--- config.mk ---
export PLATFORM = sky130hd
export DESIGN_NAME = rx_demux_flat
export DESIGN_NICKNAME = d
export VERILOG_FILES = /design/src/rtl/txrx_pkg.sv /design/src/rtl/rx_demux_if.sv /design/src/rtl/sat_counter.sv /design/src/rtl/rx_demux.sv /design/src/flat_wrapper.sv
export SDC_FILE = /design/constraint.sdc
export NUM_CORES = 1
export LEC_CHECK = 0
export BUFFER_PORTS_ARGS = -buffer_cell sky130_fd_sc_hd__buf_2
export CAP_MARGIN = 20
export CORE_MARGIN = 5
export CORE_UTILIZATION = 50
export DETAILED_ROUTE_END_ITERATION = 8
export GPL_TIMING_DRIVEN = 0
export PLACE_DENSITY = 0.77
export SLEW_MARGIN = 20
export SYNTH_ARGS = -nofsm -noshare
export SYNTH_HDL_FRONTEND = slang
export SYNTH_HIERARCHICAL = 1
export SYNTH_SLANG_ARGS = --single-unit
export TNS_END_PERCENT = 20
--- constraint.sdc ---
create_clock -name clk -period 2.65 [get_ports clk]
set_input_delay 0 -clock clk [delete_from_list [all_inputs] [get_ports clk]]
set_output_delay 0 -clock clk [all_outputs]
set_load 0.01 [all_outputs]
--- src/rtl/txrx_pkg.sv ---
// Shared tx/rx framing definitions: channel count, header layout, byte order,
// rx state encoding and small helpers for header checks and word assembly.
package txrx_pkg;

  localparam int unsigned NUM_CH  = 4;
  localparam int unsigned CH_W    = 2;
  localparam int unsigned BYTE_W  = 8;
  localparam int unsigned WORD_W  = 16;
  localparam int unsigned CNT_W   = 8;

  // Header bits [7:2] are reserved and must be zero.
  localparam logic [BYTE_W-1:0] HDR_RSVD_MASK = 8'hFC;

  // Payload byte order on the wire: high byte travels first.
  localparam bit MSB_FIRST = 1'b1;

  typedef enum logic [1:0] {
    RX_HDR     = 2'd0,
    RX_MSB     = 2'd1,
    RX_LSB     = 2'd2,
    RX_DELIVER = 2'd3
  } rx_state_e;

  typedef struct packed {
    logic [BYTE_W-1:0] hi;
    logic [BYTE_W-1:0] lo;
  } rx_word_t;

  function automatic logic hdr_ok(input logic [BYTE_W-1:0] b);
    return (b & HDR_RSVD_MASK) == BYTE_W'(0);
  endfunction

  // Rebuild a word from the first and second payload bytes seen on the wire.
  function automatic rx_word_t join_bytes(input logic [BYTE_W-1:0] first,
                                          input logic [BYTE_W-1:0] second);
    rx_word_t w;
    if (MSB_FIRST) begin
      w.hi = first;
      w.lo = second;
    end else begin
      w.hi = second;
      w.lo = first;
    end
    return w;
  endfunction

endpackage

--- src/rtl/rx_demux_if.sv ---
// rx_demux bus bundle: rx FIFO read port plus the four channel outputs.
//   rempty/rdata/rinc : FWFT FIFO read side
//   out_0..out_3      : per-channel reassembled words
//   valid/ack         : per-channel handshake
// master = demux side, slave = FIFO/consumer side.
interface rx_demux_if;
  import txrx_pkg::*;

  logic                rempty;
  logic [BYTE_W-1:0]   rdata;
  logic                rinc;
  logic [WORD_W-1:0]   out_0;
  logic [WORD_W-1:0]   out_1;
  logic [WORD_W-1:0]   out_2;
  logic [WORD_W-1:0]   out_3;
  logic [NUM_CH-1:0]   valid;
  logic [NUM_CH-1:0]   ack;

  modport master (
    input  rempty, rdata, ack,
    output rinc, out_0, out_1, out_2, out_3, valid
  );

  modport slave (
    output rempty, rdata, ack,
    input  rinc, out_0, out_1, out_2, out_3, valid
  );

endinterface

--- src/rtl/sat_counter.sv ---
// 8-bit counter with increment enable that sticks at its maximum value.
//   clk, rst_n : clock, async active-low reset (clears to 0)
//   inc        : increment request
//   count      : current value
module sat_counter
  import txrx_pkg::*;
(
  input  logic             clk,
  input  logic             rst_n,
  input  logic             inc,
  output logic [CNT_W-1:0] count
);

  always_ff @(posedge clk or negedge rst_n) begin
    if (!rst_n) begin
      count <= '0;
    end else if (inc && (count != {CNT_W{1'b1}})) begin
      count <= count + CNT_W'(1);
    end
  end

endmodule

--- src/rtl/rx_demux.sv ---
// Receive demultiplexer: pops 3-byte frames (header, MSB, LSB) from the rx
// FIFO, rebuilds the 16-bit word and hands it to the addressed channel with a
// valid/ack handshake. One word in flight at a time (head-of-line blocking).
//   clk, rst_n  : clock, async active-low reset
//   bus         : rx_demux_if.master (FIFO read port + channel outputs)
//   hdr_err_cnt : rejected header count
// Optional build macro RX_DEMUX_HDR_ERR_CNT_EN enables the saturating
// header-error counter; otherwise hdr_err_cnt is tied to 0.
module rx_demux
  import txrx_pkg::*;
(
  input  logic             clk,
  input  logic             rst_n,
  rx_demux_if.master       bus,
  output logic [CNT_W-1:0] hdr_err_cnt
);

  rx_state_e              state_q, state_d;
  logic [CH_W-1:0]        ch_q;
  logic [BYTE_W-1:0]      staged_q;
  rx_word_t [NUM_CH-1:0]  out_q;
  logic [NUM_CH-1:0]      valid_q;

  logic pop;
  logic latch_ch;
  logic hdr_rej;
  logic latch_msb;
  logic word_done;
  logic ack_hit;

  // State register.
  always_ff @(posedge clk or negedge rst_n) begin
    if (!rst_n) state_q <= RX_HDR;
    else        state_q <= state_d;
  end

  // Next-state logic.
  always_comb begin
    state_d = state_q;
    case (state_q)
      RX_HDR:     if (latch_ch)  state_d = RX_MSB;
      RX_MSB:     if (latch_msb) state_d = RX_LSB;
      RX_LSB:     if (word_done) state_d = RX_DELIVER;
      RX_DELIVER: if (ack_hit)   state_d = RX_HDR;
      default:                   state_d = RX_HDR;
    endcase
  end

  // Pop and datapath strobes; rst_n gating keeps rinc low during reset.
  always_comb begin
    pop       = 1'b0;
    latch_ch  = 1'b0;
    hdr_rej   = 1'b0;
    latch_msb = 1'b0;
    word_done = 1'b0;
    ack_hit   = 1'b0;
    case (state_q)
      RX_HDR: begin
        pop      = rst_n & ~bus.rempty;
        latch_ch = pop & hdr_ok(bus.rdata);
        hdr_rej  = pop & ~hdr_ok(bus.rdata);
      end
      RX_MSB: begin
        pop       = rst_n & ~bus.rempty;
        latch_msb = pop;
      end
      RX_LSB: begin
        pop       = rst_n & ~bus.rempty;
        word_done = pop;
      end
      RX_DELIVER: ack_hit = bus.ack[ch_q];
      default: ;
    endcase
  end

  assign bus.rinc = pop;

  // Channel, staging and per-channel output registers.
  always_ff @(posedge clk or negedge rst_n) begin
    if (!rst_n) begin
      ch_q     <= '0;
      staged_q <= '0;
      out_q    <= '0;
      valid_q  <= '0;
    end else begin
      if (latch_ch)  ch_q     <= bus.rdata[CH_W-1:0];
      if (latch_msb) staged_q <= bus.rdata;
      if (word_done) begin
        out_q[ch_q]   <= join_bytes(staged_q, bus.rdata);
        valid_q[ch_q] <= 1'b1;
      end
      if (ack_hit) valid_q[ch_q] <= 1'b0;
    end
  end

  assign bus.out_0 = out_q[0];
  assign bus.out_1 = out_q[1];
  assign bus.out_2 = out_q[2];
  assign bus.out_3 = out_q[3];
  assign bus.valid = valid_q;

`ifdef RX_DEMUX_HDR_ERR_CNT_EN
  sat_counter u_hdr_err_cnt (
    .clk   (clk),
    .rst_n (rst_n),
    .inc   (hdr_rej),
    .count (hdr_err_cnt)
  );
`else
  // Rejected headers are still dropped; only the count is absent.
  logic unused_hdr_rej;
  assign unused_hdr_rej = hdr_rej;
  assign hdr_err_cnt    = '0;
`endif

endmodule

--- src/flat_wrapper.sv ---
// flat-port wrapper written by rule: the top's interface ports become plain ports
module rx_demux_flat import txrx_pkg::*;
  (clk, rst_n, hdr_err_cnt, bus_rempty, bus_rdata, bus_ack, bus_rinc, bus_out_0, bus_out_1, bus_out_2, bus_out_3, bus_valid);
  rx_demux_if bus_i ();
  input  logic clk;
  input  logic rst_n;
  output logic [CNT_W-1:0] hdr_err_cnt;
  input wire logic [$bits(bus_i.rempty)-1:0] bus_rempty;
  input wire logic [$bits(bus_i.rdata)-1:0] bus_rdata;
  input wire logic [$bits(bus_i.ack)-1:0] bus_ack;
  output wire logic [$bits(bus_i.rinc)-1:0] bus_rinc;
  output wire logic [$bits(bus_i.out_0)-1:0] bus_out_0;
  output wire logic [$bits(bus_i.out_1)-1:0] bus_out_1;
  output wire logic [$bits(bus_i.out_2)-1:0] bus_out_2;
  output wire logic [$bits(bus_i.out_3)-1:0] bus_out_3;
  output wire logic [$bits(bus_i.valid)-1:0] bus_valid;
  assign bus_i.rempty = bus_rempty;
  assign bus_i.rdata = bus_rdata;
  assign bus_i.ack = bus_ack;
  assign bus_rinc = bus_i.rinc;
  assign bus_out_0 = bus_i.out_0;
  assign bus_out_1 = bus_i.out_1;
  assign bus_out_2 = bus_i.out_2;
  assign bus_out_3 = bus_i.out_3;
  assign bus_valid = bus_i.valid;
  rx_demux u_core (.clk(clk), .rst_n(rst_n), .bus(bus_i), .hdr_err_cnt(hdr_err_cnt));
endmodule
After elaboration in Yosys (flattened, before gate mapping)
Index checks and enable logic that the tools add are counted.
{ "totals": {"ff_bits": 80, "latchBits": 0, "ram_bits": 0, "mem_bits_ro": 0, "elab_cells": 52, "n_memories": 0} }
{ "op_classes": {"add_sub_neg": 0, "mul": 0, "div": 0, "order_cmp": 2, "n_eq_ne": 7, "n_shift": 0, "muxes": 20, "n_bitwise": 6, "n_reduce_logical": 5} }
{ "op_table": {"columns": ["operator", "n"], "rows": [
  ["$bwmux 64", 1],
  ["$demux 16 s2", 1],
  ["$mux 16", 2],
  ["$logic_not 8->1", 1],
  ["$mux 2", 4],
  ["$mux 4", 2],
  ["$ne 2x1->1 const B", 4],
  ["$pmux 2 s4", 1],
  ["$mux 1", 7],
  ["$and 4x4->4", 1],
  ["$eq 2x2->1 const B", 2],
  ["$not 4->4", 1],
  ["$or 4x4->4", 1],
  ["$reduce_and 4->1", 1],
  ["$lt 2x3->1 const B", 1],
  ["$reduce_or 3->1", 1],
  ["$and 1x1->1", 2],
  ["$bmux 1 s2", 1],
  ["$demux 1 s2", 1],
  ["$eq 2x1->1 const B", 1],
  ["$ge 2x1->1 const B", 1],
  ["$logic_not 2->1", 1],
  ["$logic_and 1x1->1", 1],
  ["$not 1->1", 1]
]} }

Logic depth before layout (Yosys ltp)
{ "logic_depth": {"word_depth": 8, "ltp_mapped": 7, "mapped_depth_nobuf": 6} }

Least setup slack after synthesis
OpenSTA, ideal clock, no wires.
{ "synth_path": {"path_kind": "reg2reg", "start": "register u_core.state_q[0]", "end": "register u_core.out_q (netlist bit u_core/bus.out_2[0])", "setup_time_ns": 0.128, "t_arrival_ns": 1.768, "required_time_ns": 2.522, "path_slack_ns": 0.754, "path_stages_with_launch": 7, "n_path_buf": 1, "cell_sequence": "dfrtp_1 -> inv_1 -> ha_1 -> nand3b_1 -> nor3b_4 -> buf_4 -> mux2_1"} }
{ "synth_via": {"elab_chain_cells": 2} }
{ "synth_rtl": {"columns": ["element", "line_no", "text"], "rows": [
  ["start: declaration", "rx_demux.sv:18", "rx_state_e state_q, state_d;"],
  ["start signal: assignment", "rx_demux.sv:34", "else state_q <= state_d;"],
  ["$eq 2x2->1", "rx_demux.sv:57", "case (state_q)"],
  ["$mux 1", "rx_demux.sv:57", null],
  ["end signal: indexed assignment", "rx_demux.sv:89", "out_q[ch_q] <= join_bytes(staged_q, bus.rdata);"],
  ["end: declaration", "rx_demux.sv:21", "rx_word_t [NUM_CH-1:0] out_q;"]
]} }
No other way between the ends.
A chain may end at the register's enable or synchronous reset.

Final worst setup path
{ "layout_path": {"start": "input rst_n", "end": "register u_core.out_q (netlist bit u_core/bus.out_0[4])"} }
{ "layout_via": {"elab_chain_cells": 2} }
{ "layout_rtl": {"columns": ["element", "line_no", "text"], "rows": [
  ["start: declaration", "flat_wrapper.sv:6", "input logic rst_n;"],
  ["$and 1x1->1", "rx_demux.sv:68", "pop = rst_n & ~bus.rempty;"],
  ["$mux 1", "rx_demux.sv:57", null]
]} }
No other way between the ends.

==> reports/results.ini <==
[run_status]
outcome=finished clean

[timing]
finalCriticalPeriod_ns=2.34
layout_setup_ws_ns=0.306
rsz0062_at_grt=no
slew_headroom=0.631
period_share=0.885
worst_slew_pin_slew_ns=0.552
hold_viol_final=0
setup_viol=0
clock_skew_ns=0.00764
drv_slew=0
fmax_mhz=427

[synthesis]
synth-simple-area-share=0.0525
synthFlopType=dfrtp_1
avgSynthCellArea_um2=15.5
yosys_warnings=6
synth_compound_area_frac=0.0151
synthMuxAreaShare=0.265
ys_async_sr_fraction=1.00
seq_area_frac_synth=0.618
post_synth_num_cell_types=26
synthesis.area_um2=3240
synth_seq_cells=80
synth-edff-count=0
synth_cells=209
yosys.area_share.xor_xnor=0
synth_fa_ha_area_frac=0.0154
synth_top_family_by_area=multiplexers

[cells_and_area]
multi_input_area_um2=1160
regArea_um2=2000
final_cell_mix=buf_2, dfrtp_1, mux2_1
drive_gt1_frac=0.409
finalNetCount=343
n_antenna_cell=0
syn2layout_area_growth_pct=27.0
fill_cells=497
layout_commonest_cell=buf_2

[job]
drv_cap=0

[detailed_routing]
ant_nets=0
drt_iter0_markers=72
dr.pass1.iters=4
wl_met3_um=420
vias=2040
met1_length_mm=2.96
drt-total-wl_mm=6.96
post_drt_wl_per_cell_um=17.2
routed.top_layer=met4
drc=0
vias_per_cell=5.04
met2_length_mm=3.46

[clock_network]
cts.sinks=80
cts_buffer_depth=2
worstSkewPairLatency_ns=0.34
cts_resized=0
post_cts.repair.setup_buffers=0
clockRootBuffer=clkbuf_8
cts.htree.levels=3
numCtsBuffers=9
clk_pin_slew_ns=0.08
cts_tree=yes

[setup_path]
critPathKind=primary input to register
end_kind=register
crit_chain=dlygate4sd3_1, buf_4, nand3b_1, nor3_4, buf_2, mux2_1
critPathSlowestCell=dlygate4sd3_1
slowest_delay_ns=0.52
worstSetupStartpointType=primary input
cp_data_required_time_ns=2.87
cp.arrival_ns=2.57
crit_path_max_fanout=43

[global_route]
gr-total-overflow=0
grt_pass1_vias=2182
track_usage=0.179
antenna_found_initial=0
grt_first_pass_wirelength_mm=11.5
grt_max_degree=44

[power]
finalPower_mw=3.33
powerDensity_nw_per_um2=808
ir_worst_vdd_mv=0.447
leakagePower_nw=2.29

[placement]
dp_slack_ns=0.318
gp_congestion=0.745
dp_hpwl_mm=4.75
portBuffers=83

[hold_path]
hold_path_class=primary input to asynchronous set/reset pin

[floorplan]
io_pins=92
die_area_um2=8190
die_w_um=90.5
fp-row-count=29
die-height_um=90.5
initial_utilization=0.513
core_um2=6310

-- worst max-delay path, delay by kind of cell --
family	cells	cell delay [ns]
buffers and inverters	3	1.37
multiplexers	1	0.37
AND/OR/NAND/NOR	2	0.79
-- per-stage QoR --
step / utilization / hold slack [ns] / TNS, ns / std cells / instance area, um^2
6_report: 0.652 / 0.170 / 0 / 405 / 4120
5_1_grt: 0.652 / 0.226 / 0 / 405 / 4120
4_1_cts: 0.652 / 0.190 / 0 / 405 / 4120
3_5_place_dp: 0.602 / 0.0179 / 0 / 377 / 3800
3_3_place_gp: 0.598 / 0.219 / -27.27 / 376 / 3780
2_1_floorplan: - / -0.296 / 0 / 216 / 3270
-- per-layer routing --
metal,vias to the layer above,global-route usage
li1,947,-
met1,1021,0.231
met2,60,0.285
met3,12,0.0475
met4,0,0.0794
met5,-,0
-- final timing paths --
path	endpoint	from	slack, ns	cells after the start
max	u_core/bus.out_0[4]$_DFFE_PN0P_	rst_n	0.31	6
min reg2reg	u_core/bus.out_2[6]$_DFFE_PN0P_	u_core/bus.out_2[6]$_DFFE_PN0P_	0.48	1
max reg2reg	u_core/bus.out_0[4]$_DFFE_PN0P_	u_core/state_q[0]$_DFFE_PN0P_	0.35	6
max in group asynchronous	u_core/bus.out_0[9]$_DFFE_PN0P_	rst_n	1.85	3
min in group clk	u_core/ch_q[1]$_DFFE_PN0P_	bus_rempty	0.31	5
min	u_core/bus.out_1[4]$_DFFE_PN0P_	rst_n	0.17	2
-- report_power, final --
group          switching (mW)  internal [mW]
logic                   0.402          0.410
registers               0.181           1.48
clock network           0.423          0.427
total                    1.01           2.32
-- logic make-up (layout without fill, tap and decap cells) --
logic type / Yosys count / in the layout
and+or+nand+nor: 24 / 24
buffers and inverters: 18 / 130
other: 1 / 8
muxes: 76 / 76
AOI/OAI and AO/OA: 6 / 6
adders and majority gates: 4 / 4
DFF: 80 / 80
-- registers in the layout, summed over array words and instances (netlist names) --
| name | cells |
|---|---|
| u_core/bus.out_0 | 16 |
| u_core/bus.out_1 | 16 |
| u_core/bus.out_2 | 16 |
| u_core/bus.out_3 | 16 |
| u_core/bus.valid | 4 |
| u_core/ch_q | 2 |
| u_core/staged_q | 8 |
| u_core/state_q | 2 |
-- timing repair --
item,in CTS,in global routing
endpoints found under the setup margin,0,0
hold buffers,13,0
hold endpoints to repair,83,0
-- cell type report --
type / count / share of cell area
flip-flops and latches: 80 / 0.486
multi-input cells: 118 / 0.281
repair buffers: 97 / 0.138
clock buffers: 9 / 0.0301
well taps: 77 / 0.0234
plain buffers: 14 / 0.0225
clock inverters: 6 / 0.0149
inverters: 4 / 0.00365
-- cell usage after synthesis, types with 2 or more instances --
cell type,number,area share
buf_2,5,0.0077
a21oi_1,2,0.0031
mux2_1,59,0.21
dfrtp_1,80,0.62
nand4_1,2,0.0039
mux2_2,15,0.052
nor2_1,4,0.0046
nand2_1,6,0.0069
nand2b_1,2,0.0039
inv_1,4,0.0046
ha_1,4,0.015
nor2b_1,3,0.0058
buf_4,9,0.021
nand3b_1,2,0.0046
Note: power is estimated with default switching activity, not from simulation.
